## config.mk

```make
export PLATFORM = sky130hd
export DESIGN_NAME = mem_loader
export DESIGN_NICKNAME = d
export VERILOG_FILES = /design/src/rtl/mem_loader.sv
export SDC_FILE = /design/constraint.sdc
export NUM_CORES = 1
export LEC_CHECK = 0
export CAP_MARGIN = 20
export CORE_MARGIN = 2
export CORE_UTILIZATION = 44
export CTS_BUF_LIST = sky130_fd_sc_hd__clkbuf_8 sky130_fd_sc_hd__clkbuf_16
export DETAILED_ROUTE_END_ITERATION = 8
export PLACE_DENSITY = 0.79
export SYNTH_ARGS = -nofsm -noshare
export SYNTH_HDL_FRONTEND = slang
export SYNTH_SLANG_ARGS = --single-unit
export TNS_END_PERCENT = 10
```

## constraint.sdc

```tcl
create_clock -name Clk -period 2.2 [get_ports Clk]
set_input_delay 0.44 -clock Clk [delete_from_list [all_inputs] [get_ports Clk]]
set_output_delay 0.44 -clock Clk [all_outputs]
set_load 0.01 [all_outputs]
```

## src/rtl/mem_loader.sv

```systemverilog
`default_nettype none
// ==========================================================================
// mem_loader : streams a word image into a single-port RAM, then reads it
//              back and compares read/write checksums.         Rev 1.0
// ==========================================================================
module mem_loader #(
  parameter int DEPTH = 128,
  parameter int AW    = 7
) (
  input  logic          Clk,
  input  logic          Reset,
  input  logic          Start,
  input  logic          DinValid,
  input  logic [15:0]   Din,
  input  logic          DinLast,
  output logic          DinReady,
  output logic [AW-1:0] MemAddr,
  output logic [15:0]   MemData,
  output logic          MemWren,
  input  logic [15:0]   MemQ,
  output logic [AW:0]   Count,
  output logic          Busy,
  output logic          Done,
  output logic          Error
);

  typedef enum logic [2:0] {
    S_IDLE   = 3'd0,
    S_LOAD   = 3'd1,
    S_DRAIN  = 3'd2,
    S_VERIFY = 3'd3,
    S_DONE   = 3'd4,
    S_ERROR  = 3'd5
  } state_t;

  localparam logic [AW:0] c_depth = (AW+1)'(DEPTH);

  state_t        r_state, w_state;
  logic [AW-1:0] r_ptr,   w_ptr;
  logic [AW-1:0] r_addr,  w_addr;
  logic [AW:0]   r_count, w_count;
  logic [AW:0]   r_vcnt,  w_vcnt;
  logic [AW:0]   w_count_inc, w_vcnt_inc;
  logic [15:0]   r_wrsum, w_wrsum;
  logic [15:0]   r_rdsum, w_rdsum;
  logic [15:0]   r_data,  w_data;
  logic          r_wren,  w_wren;
  logic          w_xfer;

  assign DinReady    = (r_state == S_LOAD) && (r_count < c_depth);
  assign w_xfer      = DinValid && DinReady;
  assign w_count_inc = r_count + 1'b1;
  assign w_vcnt_inc  = r_vcnt + 1'b1;

  always_comb begin
    w_state = r_state;
    w_ptr   = r_ptr;
    w_addr  = r_addr;
    w_count = r_count;
    w_vcnt  = r_vcnt;
    w_wrsum = r_wrsum;
    w_rdsum = r_rdsum;
    w_data  = r_data;
    w_wren  = 1'b0;
    case (r_state)
      S_IDLE, S_DONE, S_ERROR: begin
        if (r_state != S_IDLE) w_addr = '0;
        if (Start) begin
          w_state = S_LOAD;
          w_ptr   = '0;
          w_count = '0;
          w_wrsum = '0;
          w_rdsum = '0;
        end
      end
      S_LOAD: begin
        if (w_xfer) begin
          w_addr  = r_ptr;
          w_data  = Din;
          w_wren  = 1'b1;
          w_ptr   = r_ptr + 1'b1;
          w_count = w_count_inc;
          w_wrsum = r_wrsum + Din;
          if (DinLast || (w_count_inc == c_depth)) w_state = S_DRAIN;
        end
      end
      S_DRAIN: begin
        w_addr  = '0;
        w_rdsum = '0;
        w_vcnt  = '0;
        w_state = S_VERIFY;
      end
      S_VERIFY: begin
        // MemQ in cycle v belongs to the address presented in cycle v; the
        // extra final cycle performs the compare once all samples are summed.
        if (r_vcnt == r_count) begin
          w_addr  = '0;
          w_state = (r_rdsum == r_wrsum) ? S_DONE : S_ERROR;
        end else begin
          w_rdsum = r_rdsum + MemQ;
          w_vcnt  = w_vcnt_inc;
          w_addr  = (w_vcnt_inc < r_count) ? w_vcnt_inc[AW-1:0] : '0;
        end
      end
      default: w_state = S_IDLE;
    endcase
  end

  always_ff @(posedge Clk) begin
    if (Reset) begin
      r_state <= S_IDLE;
      r_ptr   <= '0;
      r_addr  <= '0;
      r_count <= '0;
      r_vcnt  <= '0;
      r_wrsum <= '0;
      r_rdsum <= '0;
      r_data  <= '0;
      r_wren  <= 1'b0;
    end else begin
      r_state <= w_state;
      r_ptr   <= w_ptr;
      r_addr  <= w_addr;
      r_count <= w_count;
      r_vcnt  <= w_vcnt;
      r_wrsum <= w_wrsum;
      r_rdsum <= w_rdsum;
      r_data  <= w_data;
      r_wren  <= w_wren;
    end
  end

  assign MemAddr = r_addr;
  assign MemData = r_data;
  assign MemWren = r_wren;
  assign Count   = r_count;
  assign Busy    = (r_state == S_LOAD) || (r_state == S_DRAIN) || (r_state == S_VERIFY);
  assign Done    = (r_state == S_DONE);
  assign Error   = (r_state == S_ERROR);

endmodule
`default_nettype wire

```

==> metrics.md <==
| Metric | Value |
|---|---|
| Via count | between 5,000 and 6,000 |
| Number of nets in the final layout | between 800 and 900 |
| Root buf cell | clkbuf_16 |
| Filler Cell Count | around 840 |
| Vias per cell | approximately 5.7 |
| Global-route wire length before repair | 24,450 µm |
| R2r worst-path depth | 11 |
| Worst Path Arrival | 2.56 ns |
| Share of the synthesized area in the top cell type | 32.83% |
| Worst setup path class | flip-flop to flip-flop |
| Top-level I/O count | 73 |
| Fraction of final layout cells sized beyond drive strength 1 | 25.38% |
| Most Crowded Layer GR | met2 |
| I/O Buffers | just over 70 |
| Kind of path behind the tightest hold check | primary input to flip-flop |
| Sequential cell fraction of total power | 36.8% |
| Placer Congestion | about 0.89 |
| Worst-path clk slew | 0.06 ns |
| PnR worst setup slack | -0.08274 ns |
| Antenna violations before repair | 0 |
| Most common flop cell mapped by yosys | dfxtp_1 |
| Post-synthesis area per instance | 8.250 µm² |
| Synthesized Nets | 686 |
| HPWL after detailed placement | roughly 11,000 µm |
| Pin count of the biggest net entering global routing | 62 |
| Worst R2R Setup Slack | -0.08 ns |
| ANT cells | 0 |
| Startpoint types | flip-flop |
| Clock network fraction of total power | 33.1% |
| Site Rows | 38 |
| DRC marker count from the first detailed-route iteration | 410 |
| Final min period | ~2.3 ns |
| Area leader, netlist | dfxtp_1 |
| Sequential share of the synthesized area | 32.83% |
| Async SR Flop Fraction | 0% |
| Start point of the worst hold path | Din[0] |
| Number of hold-slack violations in the final timing report | 0 |
| Area of the die | about 0.012 mm² |
| Global routing met2 resource utilization | about two fifths |
| Total power | 4442 µW |
| Final TNS setup | -0.4750 ns |
| Remaining number of nets flagged by the antenna check after routing | 0 |
| First drt pass iteration count | 5 |
| Period Utilization, post-route | 103.8% |
| Terminus of the critical flop-to-flop path | MemAddr[1] |
| Area of the core | approximately 0.011 mm² |
| Power spent charging and discharging nets | roughly 1400 µW |
| Post-synthesis to final-layout area growth | 46.20% |
| Maximum clock frequency | between 400 and 500 MHz |
| Hold Path Cell Cnt | 3 |
| Yosys warning total | 0 |
| Vias in the first global route | ~5,200 |
| Largest cells by area after synthesis | dfxtp_1, ha_1, xnor2_1 |
| Switching power as a share of total power | 30.99% |
| CP Max Fanout | 5 |
| Routed WL | 15,730 µm |
| Netlist area before placement | ~0.005 mm² |
| Data required time at the worst endpoint | roughly 2.5 ns |
| Setup repair after global routing missed its margin | true |
| Pins Over Slew Limit | 0 |
| Leak pwr | about 0.003 µW |
| Max Buffers Root-to-Sink | 2 |
| Internal | around 3100 µW |
| # setup viols final | 10 |
| Initial standard-cell utilization of the core | between 40% and 50% |
| Clock buffers created by TritonCTS | 9 |
| GR Overflow Total | 0 |
| Flop and latch count out of synthesis | 82 |
| Worst min-delay path endpoint | MemData[0] |
| Mapped Cells | 606 |
| TritonCTS clock tree | yes |
| Number of maximum-capacitance violations | 0 |
| Actual transition at the worst max-transition pin | ~0.59 ns |
| GR Util All Layers | roughly a quarter |
| Largest voltage drop on the vdd net | approximately 0.48 mV |
| Slew HR | between 60% and 70% |
| Routed wire length per instance | about 17 µm |
| Met3 Track Usage GR | under 10% |
| Clock Sink Count | 82 |
| Crit path capture type | flip-flop |
| H-Tree Depth | 3 |
| Power share of the combinational group | a little under a third |
| Violated checks | negative setup slack |
| Number of distinct library cells after synthesis | slightly below 60 |
| Met1 Resource Use GR | between 30% and 40% |
| Final setup skew | around 0.0053 ns |
| Detailed-route DRC error count | 0 |
| Status | finished with violations |
| Later-pin clock latency in the skew report | between 0.3 and 0.4 ns |
| Power density over the cells | 607.7 mW/mm² |
| Post-synth EDFFs | 0 |
| Die W | about 110 µm |
| FF-to-FF Start | r_vcnt[0] |
| Height of the die | ~110 µm |
## critical path: stages, from the launching register on
cell and delay [ns]:
dfxtp_2 0.35, buf_4 0.15, and3_4 0.19, nand3_2 0.12, xnor2_2 0.18, ha_1 0.21
a211o_1 0.29, o221ai_2 0.18, a21oi_2 0.08, o32ai_2 0.23, nand3_1 0.12, a21oi_2 0.12
## final cells by class
class / count / area, µm² / area share, %
Sequential cell: 82 / 1648 / 22.54
Inverter: 19 / 71.32 / 0.9757
Tap cell: 140 / 175.2 / 2.396
Timing Repair Buffer: 182 / 1563 / 21.38
Multi-Input combinational cell: 482 / 3562 / 48.73
Clock buffer: 13 / 280.3 / 3.834
Clock inverter: 2 / 10.01 / 0.1369
## routing by layer
| metal | share of wire (%) | vias to the layer above |
|---|---|---|
| li1 | - | 2518 |
| met1 | 42 | 2493 |
| met2 | 48 | 183 |
| met3 | 6.6 | 32 |
| met4 | 2.9 | 0 |
| met5 | 0 | - |
## metrics by stage
stage	hold WS (ns)	utilization [%]	worst slack, ns	instances	area [µm²]
6_report	0.4281	66.55	-0.08274	920	7310
5_1_grt	0.4695	66.55	-0.2038	920	7310
4_1_cts	0.4548	64.51	-0.05655	917	7086
3_5_place_dp	0.4464	60.00	-0.6014	895	6590
3_3_place_gp	0.4408	60.00	-0.5447	895	6590
2_1_floorplan	0.4604	-	-0.07304	606	5025
## synthesized netlist by cell type, types with 9 or more instances
cell type,count
ha_1,41
a21oi_1,52
nor2_1,59
nand4_1,9
a21o_1,13
o21ai_0,25
a22oi_1,27
clkbuf_1,20
dfxtp_1,82
nand3_1,21
inv_1,18
xor2_1,17
xnor2_1,41
nand2_1,81
## cell families after synthesis
family / after synthesis / synth area share, %
AO/OA/AOI/OAI: 169 / 22.70
XOR/XNOR: 58 / 10.16
adder cells (fa/ha/maj): 43 / 11.06
buffers and inverters: 42 / 3.478
flip-flops: 82 / 32.83
multiplexers: 4 / 0.8258
AND/OR/NAND/NOR: 208 / 18.94
## power by group through the flow
stage          Sequential (µW)  Clock [µW]  Combinational, µW
6_report                  1630        1470               1340
5_1_grt                   1640        1540               1440
4_1_cts                   1630        1480               1260
3_5_place_dp              1660           0               1220
3_3_place_gp              1650           0               1180
2_1_floorplan             1670           0                636
## flip-flops by register name, summed over array words and instances, names as in the netlist, 3 cells and up
name,cells
MemData,16
r_rdsum,16
r_wrsum,16
Count,8
r_vcnt,8
MemAddr,7
r_ptr,7
r_state,3
## layout by cell type, fill, tap and decap left out, types with 4 or more instances in the layout
cell type	instances
a22oi_1	27
clkbuf_16	9
a21o_1	13
xnor2_1	40
ha_1	27
o21ai_0	18
dfxtp_1	77
dlygate4sd2_1	8
a21oi_1	39
buf_4	107
o21a_1	4
o211ai_1	4
nand3_2	7
ha_4	13
inv_1	18
clkdlybuf4s50_1	61
clkbuf_8	4
o21ai_1	5
nand2_1	79
dfxtp_2	5
a22o_1	5
nand2b_1	6
xor2_1	16
a21oi_2	14
nand3_1	15
nor3_1	5
nor2_1	56
and3_1	4
nand4_1	9
## what timing repair did
item,CTS,global route
hold buffers,0,0
resized for setup,43,37
pin swaps,34,21
buffers inserted,7,3
endpoints found under the setup margin,23,34
## worst max path at each step
stage	from	to	slack (ns)	cells after the start
after floorplan	MemQ[0]	r_rdsum[12]	-0.07	9
after global placement	MemQ[0]	r_rdsum[12]	-0.54	10
after detailed placement	MemQ[0]	r_rdsum[12]	-0.60	10
after CTS	r_vcnt[0]	MemAddr[3]	-0.06	12
after global routing	r_vcnt[0]	MemAddr[2]	-0.20	12
final	r_vcnt[0]	MemAddr[1]	-0.08	11
Power figures use the tool's default switching activity.
